File: src/rtl/eth_rx_depacketizer_pkg.sv
// ---------------------------------------------------------------------------
// eth_rx_depacketizer_pkg
// Shared types and constants for the Galapagos Ethernet ingress depacketizer:
// bus widths, the broadcast MAC, the header length in flits, the receive FSM
// state type, and helpers that pull the big-endian header fields out of a
// little-byte-first 64-bit flit.
// ---------------------------------------------------------------------------
package eth_rx_depacketizer_pkg;

    localparam int DATA_W        = 64;
    localparam int KEEP_W        = DATA_W / 8;
    localparam int RANK_W        = 8;
    localparam int ETH_HDR_FLITS = 2;

    localparam logic [47:0] MAC_BCAST = 48'hffffffffffff;

    typedef enum logic [1:0] {
        HDR0,
        HDR1,
        PAYLOAD,
        DROP
    } rx_state_t;

    // Frame byte k sits at flit bits [8k+7:8k], but the MAC is transmitted
    // most significant byte first, so byte 0 becomes MAC[47:40].
    function automatic logic [47:0] mac_bytes(input logic [DATA_W-1:0] flit);
        logic [47:0] mac;
        mac = '0;
        for (int k = 0; k < 6; k++) begin
            mac[47-8*k -: 8] = flit[8*k +: 8];
        end
        return mac;
    endfunction

    // EtherType occupies bytes 4-5 of the second header flit, byte 4 first.
    function automatic logic [15:0] ethertype_bytes(input logic [DATA_W-1:0] flit);
        return {flit[39:32], flit[47:40]};
    endfunction

endpackage

File: src/rtl/eth_rx_depacketizer_if.sv
// ---------------------------------------------------------------------------
// eth_rx_depacketizer_if
// AXI-Stream bundle used on both sides of the depacketizer.
//   tdata  64  frame bytes, byte k at [8k+7:8k]
//   tkeep   8  contiguous byte enables from bit 0
//   tlast   1  end of frame
//   tdest   8  destination rank (meaningful on the router side only)
//   tid     8  source rank (meaningful on the router side only)
//   tvalid  1  source has a flit
//   tready  1  sink accepts the flit
// master drives the payload and tvalid; slave drives tready.
// ---------------------------------------------------------------------------
interface eth_rx_depacketizer_if;
    import eth_rx_depacketizer_pkg::*;

    logic [DATA_W-1:0] tdata;
    logic [KEEP_W-1:0] tkeep;
    logic              tlast;
    logic [RANK_W-1:0] tdest;
    logic [RANK_W-1:0] tid;
    logic              tvalid;
    logic              tready;

    modport master (
        output tdata, tkeep, tlast, tdest, tid, tvalid,
        input  tready
    );

    modport slave (
        input  tdata, tkeep, tlast, tdest, tid, tvalid,
        output tready
    );

endinterface

File: src/rtl/eth_rx_depacketizer_axis_reg_slice.sv
// ---------------------------------------------------------------------------
// axis_reg_slice
// One-deep AXI-Stream output register. Holds data/keep/last/dest/id and
// keeps them stable while out_valid is high and out_ready is low. A new beat
// may be loaded in the same cycle the held one leaves, so a continuous
// out_ready gives one beat per clock.
//   clk, rst              clock, synchronous active-high reset
//   in_valid / in_ready   upstream handshake
//   in_data..in_id        beat to register
//   out_valid / out_ready downstream handshake
//   out_data..out_id      registered beat
// ---------------------------------------------------------------------------
module axis_reg_slice
    import eth_rx_depacketizer_pkg::*;
(
    input  logic              clk,
    input  logic              rst,
    input  logic              in_valid,
    output logic              in_ready,
    input  logic [DATA_W-1:0] in_data,
    input  logic [KEEP_W-1:0] in_keep,
    input  logic              in_last,
    input  logic [RANK_W-1:0] in_dest,
    input  logic [RANK_W-1:0] in_id,
    output logic              out_valid,
    input  logic              out_ready,
    output logic [DATA_W-1:0] out_data,
    output logic [KEEP_W-1:0] out_keep,
    output logic              out_last,
    output logic [RANK_W-1:0] out_dest,
    output logic [RANK_W-1:0] out_id
);

    // The register can take a beat when empty or when its current beat is
    // leaving this cycle.
    assign in_ready = !out_valid || out_ready;

    // Payload fields only load on an incoming beat so they stay frozen
    // during a stall; valid follows the incoming handshake whenever the
    // register is free to change.
    always_ff @(posedge clk) begin
        if (rst) begin
            out_valid <= 1'b0;
            out_data  <= '0;
            out_keep  <= '0;
            out_last  <= 1'b0;
            out_dest  <= '0;
            out_id    <= '0;
        end else if (in_ready) begin
            out_valid <= in_valid;
            if (in_valid) begin
                out_data <= in_data;
                out_keep <= in_keep;
                out_last <= in_last;
                out_dest <= in_dest;
                out_id   <= in_id;
            end
        end
    end

endmodule

File: src/rtl/eth_rx_depacketizer.sv
// ---------------------------------------------------------------------------
// eth_rx_depacketizer
// Ingress stage behind the 64-bit MAC RX stream. Parses the two-flit
// Galapagos header, accepts frames addressed to this FPGA (or broadcast when
// enabled) with the expected EtherType, strips the header and forwards the
// payload tagged with dest/src rank. Rejected frames are swallowed up to
// their last flit and counted.
//   clk, rst     clock, synchronous active-high reset
//   s_axis       slave stream from the MAC (tdest/tid unused)
//   m_axis       master stream to the router, one register stage
//   frames_ok    frames forwarded (saturating)
//   frames_drop  frames rejected on MAC or EtherType (saturating)
//   frames_runt  frames whose tlast arrived inside the header (saturating)
// ---------------------------------------------------------------------------
module eth_rx_depacketizer
    import eth_rx_depacketizer_pkg::*;
#(
    parameter logic [47:0] MAC_ADDR_FPGA = 48'hfa163e55ca02,
    parameter logic [15:0] ETHERTYPE     = 16'h7400,
    parameter bit          ACCEPT_BCAST  = 1'b1,
    parameter int          CNT_W         = 32
) (
    input  logic                  clk,
    input  logic                  rst,
    eth_rx_depacketizer_if.slave  s_axis,
    eth_rx_depacketizer_if.master m_axis,
    output logic [CNT_W-1:0]      frames_ok,
    output logic [CNT_W-1:0]      frames_drop,
    output logic [CNT_W-1:0]      frames_runt
);

    rx_state_t         state;
    rx_state_t         state_next;
    logic              s_ready;
    logic              in_fire;
    logic              slice_ready;
    logic              fwd_valid;
    logic              dst_match;
    logic              type_match;
    logic              latch_rank;
    logic              inc_ok;
    logic              inc_drop;
    logic              inc_runt;
    logic [47:0]       dst_mac;
    logic [RANK_W-1:0] hdr_dest;
    logic [RANK_W-1:0] hdr_src;

    function automatic logic [CNT_W-1:0] sat_inc(input logic [CNT_W-1:0] v);
        return (&v) ? v : v + CNT_W'(1);
    endfunction

    // Header and discard flits never depend on the output register, so only
    // PAYLOAD can back-pressure the MAC.
    assign s_ready       = !rst && (state != PAYLOAD || slice_ready);
    assign s_axis.tready = s_ready;
    assign in_fire       = s_axis.tvalid && s_ready;
    assign fwd_valid     = in_fire && (state == PAYLOAD);

    // The address and type compares are only consulted in HDR0 / HDR1.
    assign dst_mac    = mac_bytes(s_axis.tdata);
    assign dst_match  = (dst_mac == MAC_ADDR_FPGA) ||
                        (ACCEPT_BCAST && (dst_mac == MAC_BCAST));
    assign type_match = (ethertype_bytes(s_axis.tdata) == ETHERTYPE);

    // State register; a reset mid-frame makes the next accepted flit a header.
    always_ff @(posedge clk) begin
        if (rst) begin
            state <= HDR0;
        end else begin
            state <= state_next;
        end
    end

    // Next-state and event decode. Everything moves only on an accepted
    // flit. A tlast on a header flit is a runt even when that same flit would
    // also have failed the filter; only frames that reach DROP count as drops.
    always_comb begin
        state_next = state;
        latch_rank = 1'b0;
        inc_ok     = 1'b0;
        inc_drop   = 1'b0;
        inc_runt   = 1'b0;
        if (in_fire) begin
            unique case (state)
                HDR0: begin
                    if (s_axis.tlast) begin
                        inc_runt   = 1'b1;
                        state_next = HDR0;
                    end else if (dst_match) begin
                        state_next = HDR1;
                    end else begin
                        state_next = DROP;
                    end
                end
                HDR1: begin
                    if (s_axis.tlast) begin
                        inc_runt   = 1'b1;
                        state_next = HDR0;
                    end else if (!type_match) begin
                        state_next = DROP;
                    end else begin
                        latch_rank = 1'b1;
                        state_next = PAYLOAD;
                    end
                end
                PAYLOAD: begin
                    if (s_axis.tlast) begin
                        inc_ok     = 1'b1;
                        state_next = HDR0;
                    end
                end
                DROP: begin
                    if (s_axis.tlast) begin
                        inc_drop   = 1'b1;
                        state_next = HDR0;
                    end
                end
                default: state_next = HDR0;
            endcase
        end
    end

    // Ranks from header bytes 14 and 15, held for the whole payload.
    always_ff @(posedge clk) begin
        if (rst) begin
            hdr_dest <= '0;
            hdr_src  <= '0;
        end else if (latch_rank) begin
            hdr_dest <= s_axis.tdata[55:48];
            hdr_src  <= s_axis.tdata[63:56];
        end
    end

    // Statistics counters stick at all-ones instead of wrapping.
    always_ff @(posedge clk) begin
        if (rst) begin
            frames_ok   <= '0;
            frames_drop <= '0;
            frames_runt <= '0;
        end else begin
            if (inc_ok) begin
                frames_ok <= sat_inc(frames_ok);
            end
            if (inc_drop) begin
                frames_drop <= sat_inc(frames_drop);
            end
            if (inc_runt) begin
                frames_runt <= sat_inc(frames_runt);
            end
        end
    end

    axis_reg_slice u_out_slice (
        .clk       (clk),
        .rst       (rst),
        .in_valid  (fwd_valid),
        .in_ready  (slice_ready),
        .in_data   (s_axis.tdata),
        .in_keep   (s_axis.tkeep),
        .in_last   (s_axis.tlast),
        .in_dest   (hdr_dest),
        .in_id     (hdr_src),
        .out_valid (m_axis.tvalid),
        .out_ready (m_axis.tready),
        .out_data  (m_axis.tdata),
        .out_keep  (m_axis.tkeep),
        .out_last  (m_axis.tlast),
        .out_dest  (m_axis.tdest),
        .out_id    (m_axis.tid)
    );

endmodule

File: src/flat_wrapper.sv
// flat-port wrapper written by rule: the top's interface ports become plain ports
module eth_rx_depacketizer_flat import eth_rx_depacketizer_pkg::*;
#(
    parameter logic [47:0] MAC_ADDR_FPGA = 48'hfa163e55ca02,
    parameter logic [15:0] ETHERTYPE     = 16'h7400,
    parameter bit          ACCEPT_BCAST  = 1'b1,
    parameter int          CNT_W         = 32
)
  (clk, rst, frames_ok, frames_drop, frames_runt, s_axis_tdata, s_axis_tkeep, s_axis_tlast, s_axis_tdest, s_axis_tid, s_axis_tvalid, s_axis_tready, m_axis_tdata, m_axis_tkeep, m_axis_tlast, m_axis_tdest, m_axis_tid, m_axis_tvalid, m_axis_tready);
  eth_rx_depacketizer_if s_axis_i ();
  eth_rx_depacketizer_if m_axis_i ();
  input  logic clk;
  input  logic rst;
  output logic [CNT_W-1:0] frames_ok;
  output logic [CNT_W-1:0] frames_drop;
  output logic [CNT_W-1:0] frames_runt;
  input wire logic [$bits(s_axis_i.tdata)-1:0] s_axis_tdata;
  input wire logic [$bits(s_axis_i.tkeep)-1:0] s_axis_tkeep;
  input wire logic [$bits(s_axis_i.tlast)-1:0] s_axis_tlast;
  input wire logic [$bits(s_axis_i.tdest)-1:0] s_axis_tdest;
  input wire logic [$bits(s_axis_i.tid)-1:0] s_axis_tid;
  input wire logic [$bits(s_axis_i.tvalid)-1:0] s_axis_tvalid;
  output wire logic [$bits(s_axis_i.tready)-1:0] s_axis_tready;
  output wire logic [$bits(m_axis_i.tdata)-1:0] m_axis_tdata;
  output wire logic [$bits(m_axis_i.tkeep)-1:0] m_axis_tkeep;
  output wire logic [$bits(m_axis_i.tlast)-1:0] m_axis_tlast;
  output wire logic [$bits(m_axis_i.tdest)-1:0] m_axis_tdest;
  output wire logic [$bits(m_axis_i.tid)-1:0] m_axis_tid;
  output wire logic [$bits(m_axis_i.tvalid)-1:0] m_axis_tvalid;
  input wire logic [$bits(m_axis_i.tready)-1:0] m_axis_tready;
  assign s_axis_i.tdata = s_axis_tdata;
  assign s_axis_i.tkeep = s_axis_tkeep;
  assign s_axis_i.tlast = s_axis_tlast;
  assign s_axis_i.tdest = s_axis_tdest;
  assign s_axis_i.tid = s_axis_tid;
  assign s_axis_i.tvalid = s_axis_tvalid;
  assign s_axis_tready = s_axis_i.tready;
  assign m_axis_tdata = m_axis_i.tdata;
  assign m_axis_tkeep = m_axis_i.tkeep;
  assign m_axis_tlast = m_axis_i.tlast;
  assign m_axis_tdest = m_axis_i.tdest;
  assign m_axis_tid = m_axis_i.tid;
  assign m_axis_tvalid = m_axis_i.tvalid;
  assign m_axis_i.tready = m_axis_tready;
  eth_rx_depacketizer #(.MAC_ADDR_FPGA(MAC_ADDR_FPGA), .ETHERTYPE(ETHERTYPE), .ACCEPT_BCAST(ACCEPT_BCAST), .CNT_W(CNT_W)) u_core (.clk(clk), .rst(rst), .s_axis(s_axis_i), .m_axis(m_axis_i), .frames_ok(frames_ok), .frames_drop(frames_drop), .frames_runt(frames_runt));
endmodule
File: config.mk
export PLATFORM = sky130hd
export DESIGN_NAME = eth_rx_depacketizer_flat
export DESIGN_NICKNAME = d
export VERILOG_FILES = /design/src/rtl/eth_rx_depacketizer_pkg.sv /design/src/rtl/eth_rx_depacketizer_if.sv /design/src/rtl/eth_rx_depacketizer_axis_reg_slice.sv /design/src/rtl/eth_rx_depacketizer.sv /design/src/flat_wrapper.sv
export SDC_FILE = /design/constraint.sdc
export NUM_CORES = 1
export LEC_CHECK = 0
export CAP_MARGIN = 20
export CORE_ASPECT_RATIO = 1.4
export CORE_MARGIN = 3
export CORE_UTILIZATION = 45
export DETAILED_ROUTE_END_ITERATION = 16
export GPL_TIMING_DRIVEN = 1
export HOLD_SLACK_MARGIN = 0.05
export PLACE_DENSITY = 0.83
export SETUP_SLACK_MARGIN = 0.5
export SYNTH_ARGS = -nofsm -noshare
export SYNTH_HDL_FRONTEND = slang
export SYNTH_SLANG_ARGS = --single-unit
File: constraint.sdc
create_clock -name clk -period 2.9 [get_ports clk]
set_input_delay 0.725 -clock clk [delete_from_list [all_inputs] [get_ports clk]]
set_output_delay 0.725 -clock clk [all_outputs]
set_load 0.05 [all_outputs]
==> impl_metrics.yaml, run 1 <==
run_status:
  status: "finished clean"
critical_path:
  end_kind: "output port"
  critical_path.max_stage_delay_ns: 0.51
  path_cells: "buf_6, buf_4, a21oi_2, buf_12"
  required_ns: 2.17
  crit_type: "primary input to output port"
  cpMaxStageDelayCell: "buf_4"
  start_kind: "primary input"
  critPathArrivalTime_ns: 1.68
  path_delay_family: "buffers and inverters"
  path_buf_inv: 3
  critPathMaxFanout: 61
cts:
  clk_path_buf_depth: 3
  path_clk_slew_ns: 0.06
  insertion_delay_ns: 0.50
  htreeDepth: 1
  cts_root_buf: "clkbuf_16"
  cts_tree: "done"
  numClockSinks: 204
  cts-buffers-inserted: 21
timing:
  hold-worst-slack_ns: 0.4497
  relSlewSlack: 0.5494
  rsz0062_at_grt: "yes"
  slew_viol_final: 0
  setup_viol: 0
  final.min_clock_period_ns: 2.404
  clock_skew_ns: 0.01334
  fmax_ghz: 0.4160
  finalCritPeriodShare: 0.8289
  timing_hold_violations_final: 0
  worst_pin_slew_ns: 0.6759
logic_synthesis:
  yosys-top-cells-count: "nand2_1 (220), dfxtp_1 (204), a21oi_1 (158), clkbuf_1 (50), nor2_1 (49)"
  netlist_top_cells_area: "dfxtp_1 (46%), nand2_1 (9.4%), a21oi_1 (9.0%)"
  ys_async_sr_fraction: 0
  synthCells: 1091
  synth_top_cell_by_area: "dfxtp_1"
  synth_top_cell_area_share: 0.4625
  synth_most_common_cell: "nand2_1"
  synth.distinct_cells: 52
  ys.flop_type: "dfxtp_1"
  synth_fp_nets: 1187
  synth-edff-count: 0
  synth-seq-cells: 204
  ys_seq_area_frac: 0.4625
  synthesis.area_um2: 8831
  avgSynthCellArea_um2: 8.094
  ys_warn_count: 0
route:
  dr_wl_met2_um: 13940
  via_count: 9111
  drtIter0Drc: 576
  via_per_inst: 5.680
  firstDrtPassIters: 5
  wl_um: 27170
  route.layer.met1.wl_um: 10450
  dr.max_layer_used: "met4"
  drc: 0
  routedWlPerCell_um: 16.94
  wl_met3_um: 1887
  ant_nets: 0
power:
  power_density_nw_per_um2: 463.2
  peakVddDrop_v: 0.0004471
  p_sw_uw: 1348
  power.leakage_uw: 0.005489
  power_frac_clock: 0.455
  seqPwrFrac: 0.484
  netSwitchingFraction: 0.2301
  combPwrFrac: 0.061
  intPower_uw: 4510
placement:
  place_area_um2: 11820
  io_buffers: 263
  placedCellCount: 1561
  dpl.hpwl_um: 18890
  gp_congestion: 0.8607
cells_and_area:
  num-nets-final: 1437
  final_util: 0.6581
  fin_area_um2: 12650
  areaGrowthSynthToFinish_pct: 43.21
  layout-drive-gt1-share: 0.09742
  instances_no_fill: 1604
  nFillCells: 1610
global_routing:
  overflow: 0
  grt_pass1_vias: 8354
  grt_start_max_net_pins: 147
  grt_usage: 0.2305
  antenna_found_initial: 1
  grt_pass1_wl_um: 41910
floorplan:
  start_util: 0.4595
  ios: 280
  die_h_um: 171.8
  fp.dieW_um: 124.4
  dieArea_um2: 21370
  core_um2: 19220
  num_rows: 60
min_path:
  hp-class: "flip-flop to flip-flop"
flow_run:
  max-cap-violations: 0
==> final cells by class <==
class / count / area [um^2] / area share
Antenna cell: 1 / 2.502 / 0.0001979
Clock buffer: 29 / 595.6 / 0.04709
Clock inverter: 8 / 82.58 / 0.006529
Inverter: 19 / 71.32 / 0.005639
Multi-Input combinational cell: 801 / 4536 / 0.3586
Sequential cell: 204 / 4110 / 0.3250
Tap cell: 248 / 310.3 / 0.02454
Timing Repair Buffer: 294 / 2939 / 0.2324
==> tightest hold or removal path, delay by kind of cell, from the launching register on <==
kind             cells  cell delay [ns]
AO/OA/AOI/OAI        1             0.05
flip-flops           1             0.30
AND/OR/NAND/NOR      1             0.05
==> state kept, by name, summed over array words and instances, names as in the netlist, 8 cells and up <==
| signal | count |
|---|---|
| u_core.u_out_slice.out_dest | 8 |
| u_core.frames_ok | 32 |
| u_core.u_out_slice.out_data | 64 |
| u_core.u_out_slice.out_keep | 8 |
| u_core.hdr_dest | 8 |
| u_core.u_out_slice.out_id | 8 |
| u_core.hdr_src | 8 |
| u_core.frames_drop | 32 |
| u_core.frames_runt | 32 |
==> per-stage QoR <==
| stage | setup WS (ns) | power, uW | setup TNS (ns) |
|---|---|---|---|
| after floorplan | 0.4218 | 3056 | 0 |
| after global placement | 0.01996 | 3249 | 0 |
| after detailed placement | -0.04417 | 3253 | -0.2613 |
| after CTS | 0.3422 | 5906 | 0 |
| after global routing | 0.4632 | 6032 | 0 |
| final | 0.4962 | 5858 | 0 |
==> power groups by stage <==
stage | clock network [uW] | registers, uW | logic [uW]
after floorplan | 0 | 2950 | 106
after global placement | 0 | 2900 | 354
after detailed placement | 0 | 2900 | 357
after CTS | 2720 | 2830 | 356
after global routing | 2820 | 2830 | 380
final | 2670 | 2830 | 359
==> layout by cell type (no fill, tap or decap), types with 3 or more instances in the layout <==
master | synthesis | routed
dfxtp_2 | 0 | 21
and3_1 | 14 | 14
o211ai_1 | 5 | 5
o21ai_0 | 39 | 39
nand4_1 | 39 | 39
clkdlybuf4s50_1 | 0 | 89
mux2_2 | 9 | 9
o41ai_1 | 3 | 3
clkbuf_16 | 0 | 23
nor2b_1 | 10 | 10
inv_1 | 19 | 19
o31ai_1 | 28 | 27
clkbuf_1 | 50 | 4
and2_1 | 5 | 5
nor3_2 | 0 | 3
dlygate4sd2_1 | 0 | 125
clkbuf_8 | 0 | 4
buf_4 | 0 | 23
nor3_1 | 16 | 13
or4_1 | 32 | 28
or4_4 | 0 | 4
xor2_1 | 6 | 6
o21a_1 | 4 | 4
dfxtp_1 | 204 | 183
dlymetal6s2s_1 | 0 | 47
nor2_1 | 49 | 49
a31o_2 | 5 | 5
nor4_1 | 14 | 11
or2_2 | 4 | 4
nand2_1 | 220 | 220
o311ai_0 | 3 | 3
nand3_1 | 35 | 35
and4_1 | 12 | 11
ha_1 | 3 | 3
mux2i_1 | 21 | 21
or3_1 | 42 | 41
a21oi_1 | 158 | 156
buf_12 | 0 | 6
==> kinds of logic (layout without fill, tap and decap cells) <==
kind of cell | Yosys count | count (layout) | share of synthesized area
compound gates | 252 | 252 | 0.1617
xor+xnor | 8 | 8 | 0.007935
fa+ha+maj | 3 | 3 | 0.004251
buf+inv | 86 | 350 | 0.03811
flops | 204 | 204 | 0.4625
mux | 30 | 30 | 0.03528
other cells | 0 | 1 | 0
simple gates | 508 | 508 | 0.2903
==> per-layer routing <==
layer,vias to the layer above,track usage
li1,4410,-
met1,4334,0.2673
met2,303,0.4122
met3,64,0.06027
met4,0,0.08155
met5,-,0
==> worst paths after layout <==
| path | slack [ns] | cells past startpoint | to | startpoint |
|---|---|---|---|---|
| max | 0.50 | 4 | s_axis_tready | rst |
| min | 0.45 | 2 | u_core.u_out_slice.out_data[35] | u_core.u_out_slice.out_data[35] |
| max reg2reg | 0.58 | 6 | u_core.frames_ok[19] | u_core.state[1] |
| min reg2reg | 0.45 | 2 | u_core.u_out_slice.out_data[35] | u_core.u_out_slice.out_data[35] |
==> what timing repair did <==
action,in CTS,in global routing
buffers inserted,2,1
hold buffers,0,0
cloned,0,2
setup endpoints to repair,137,79
gates resized for setup,130,65
pin swaps,3,6
Note: power is estimated with default switching activity, not from simulation.
==> inputs of run 2 (changes only) <==
==> constraint.sdc (replaced) <==
create_clock -name clk -period 2.5 [get_ports clk]
set_input_delay 0.625 -clock clk [delete_from_list [all_inputs] [get_ports clk]]
set_output_delay 0.625 -clock clk [all_outputs]
set_load 0.05 [all_outputs]
==> run 2 against run 1 <==
  * Sequential cell count did not move
  * Largest power group unchanged
  * Global-route usage increased by 2.3 points
  * Core utilization increased by 5.4 points
  * Die area did not move
  * Register-to-register slack got worse by 0.18 ns
  * Cell count rose by 5.1%
  * First-iteration DRC count up 34%
  * Clock skew down 0.0056 ns
  * Combinational power grew 24%
  * Non-clock buffer count rose by 83
  * Largest cell class unchanged
  * Design area up 8.2%
==> impl_metrics.yaml, run 2 (same netlist as run 1, synthesis figures left out) <==
critical_path:
  rr_startpoint: "u_core.state[1]"
  crit_end: "s_axis_tready"
  path_delay_family: "buffers and inverters"
  worstSetupPathDepth: 6
  r2r_end: "u_core.frames_ok[17]"
  critical_path.max_stage_delay_ns: 0.20
  start_kind: "primary input"
  critPathArrivalTime_ns: 1.48
  path_buf_inv: 4
  r2r_setup_slack_ns: 0.40
  startpoint: "m_axis_tready"
  path_cells: "dlygate4sd2_1, nand2b_4, buf_6, inv_1, a21oi_4, buf_12"
  required_ns: 1.88
  rr_worst_depth: 7
  critPathMaxFanout: 2
  crit_type: "primary input to output port"
  end_kind: "output port"
  cpMaxStageDelayCell: "dlygate4sd2_1"
route:
  wl_um: 29700
  via_per_inst: 5.732
  drtIter0Drc: 770
  drc: 0
  ant_nets: 0
  routedWlPerCell_um: 17.61
  via_count: 9664
  firstDrtPassIters: 7
placement:
  gp_congestion: 0.8667
  dpl.hpwl_um: 19570
  io_buffers: 263
  place_area_um2: 12310
timing:
  slew_viol_final: 0
  worst_pin_slew_ns: 0.6586
  timing_hold_violations_final: 0
  fmax_ghz: 0.4752
  clock_skew_ns: 0.007755
  relSlewSlack: 0.5609
  hold-worst-slack_ns: 0.3421
  final.min_clock_period_ns: 2.105
  rsz0062_at_grt: "yes"
  finalCritPeriodShare: 0.8418
  setup_viol: 0
global_routing:
  grt_busiest_layer: "met2"
  grt_start_max_net_pins: 141
  grtUsageMet3: 0.05934
  grt_usage: 0.2533
  grt_pass1_wl_um: 45660
  grtUsageMet2: 0.4722
  met1_usage: 0.2682
  overflow: 0
  grt_pass1_vias: 9220
  antenna_found_initial: 0
power:
  netSwitchingFraction: 0.2297
  power.leakage_uw: 0.004786
  intPower_uw: 5302
  power_frac_clock: 0.464
  seqPwrFrac: 0.471
  p_sw_uw: 1581
  combPwrFrac: 0.065
  power_density_nw_per_um2: 503.1
  peakVddDrop_v: 0.0004631
floorplan:
  ios: 280
  die_h_um: 171.8
  num_rows: 60
  dieArea_um2: 21370
  start_util: 0.4595
  core_um2: 19220
  fp.dieW_um: 124.4
cts:
  htreeDepth: 1
  insertion_delay_ns: 0.49
  cts-buffers-inserted: 21
  numClockSinks: 204
  ctsHoldBuffers: 0
  path_clk_slew_ns: 0.06
  cts_root_buf: "clkbuf_16"
  clk_path_buf_depth: 3
  cts_tree: "done"
min_path:
  min_path_cells: 2
  hp-class: "primary input to flip-flop"
cells_and_area:
  multi_input_area_um2: 4873
  layout-drive-gt1-share: 0.3331
  largest_register_ffs: 64
  nFillCells: 1446
  antennaDiodeCount: 0
  areaGrowthSynthToFinish_pct: 54.92
  fin_area_um2: 13680
  mostFrequentLayoutCells: "nand2_1 (220), a21oi_1 (145), dfxtp_1 (116), buf_4 (95), clkdlybuf4s15_2 (80)"
  final_util: 0.7118
  top_register: "u_core.u_out_slice.out_data"
  layout_commonest_cell: "nand2_1"
  num-nets-final: 1520
  regArea_um2: 4299
run_status:
  status: "finished clean"
flow_run:
  max-cap-violations: 0
run 2: cell types whose count changed in the layout (fill, tap and decap cells not counted), moves of 42 or more:
| cell | previous run | this run |
|---|---|---|
| buf_4 | 23 | 95 |
| clkbuf_2 | 0 | 58 |
| clkdlybuf4s15_2 | 0 | 80 |
| dfxtp_1 | 183 | 116 |
| dfxtp_4 | 0 | 42 |
| dlygate4sd2_1 | 125 | 14 |
| dlymetal6s2s_1 | 47 | 0 |
run 2: repair_timing:
| action | 4_1_cts | 5_1_grt |
|---|---|---|
| buffers inserted | 34 | 18 |
| gates cloned | 3 | 2 |
| pin swaps | 25 | 32 |
| gates resized for setup | 478 | 171 |
| endpoints found under the setup margin | 272 | 178 |
run 2: stage by stage:
stage	worst slack, ns	TNS, ns	power [uW]	cells
floorplan	0.2201	0	3511	1091
global placement	-0.2748	-7.860	3755	1592
detailed placement	-0.2925	-10.20	3759	1592
CTS	0.3178	0	6921	1666
global route	0.3511	0	7094	1686
finish	0.3954	0	6883	1686
run 2: layout make-up:
class,instances,area share
inverters,19,0.005213
flip-flops and latches,204,0.3142
clock inverters,7,0.005122
well taps,248,0.02268
clock buffers,30,0.04674
repair buffers,377,0.2498
multi-input cells,801,0.3562
run 2: worst min path at each step:
stage                        from                        endpoint  slack (ns)
3_5_place_dp   u_core.hdr_dest[5]  u_core.u_out_slice.out_dest[5]        0.44
2_1_floorplan  u_core.hdr_dest[0]  u_core.u_out_slice.out_dest[0]        0.43
6_report                      rst                 u_core.state[0]        0.34
4_1_cts                       rst                 u_core.state[0]        0.32
3_3_place_gp   u_core.hdr_dest[5]  u_core.u_out_slice.out_dest[5]        0.43
5_1_grt                       rst                 u_core.state[0]        0.34
run 2: metal layers:
layer / share of wire / vias up
met4: 0.052 / 0
met2: 0.52 / 384
li1: - / 4597
met3: 0.072 / 102
met1: 0.36 / 4581
met5: 0 / -
run 2: worst register-to-register path, stage by stage, from the launching register on:
cell     delay (ns)
dfxtp_4        0.38
nor2b_4        0.19
nand3_4        0.10
or4_4          0.53
buf_6          0.16
buf_4          0.13
o31ai_1        0.37
a21oi_2        0.11
run 2: power by group through the flow:
stage               clock (uW)  combinational, uW  sequential, uW
finish                    3190                444            3240
global route              3380                471            3240
CTS                       3250                427            3250
floorplan                    0                125            3390
global placement             0                434            3320
detailed placement           0                436            3320
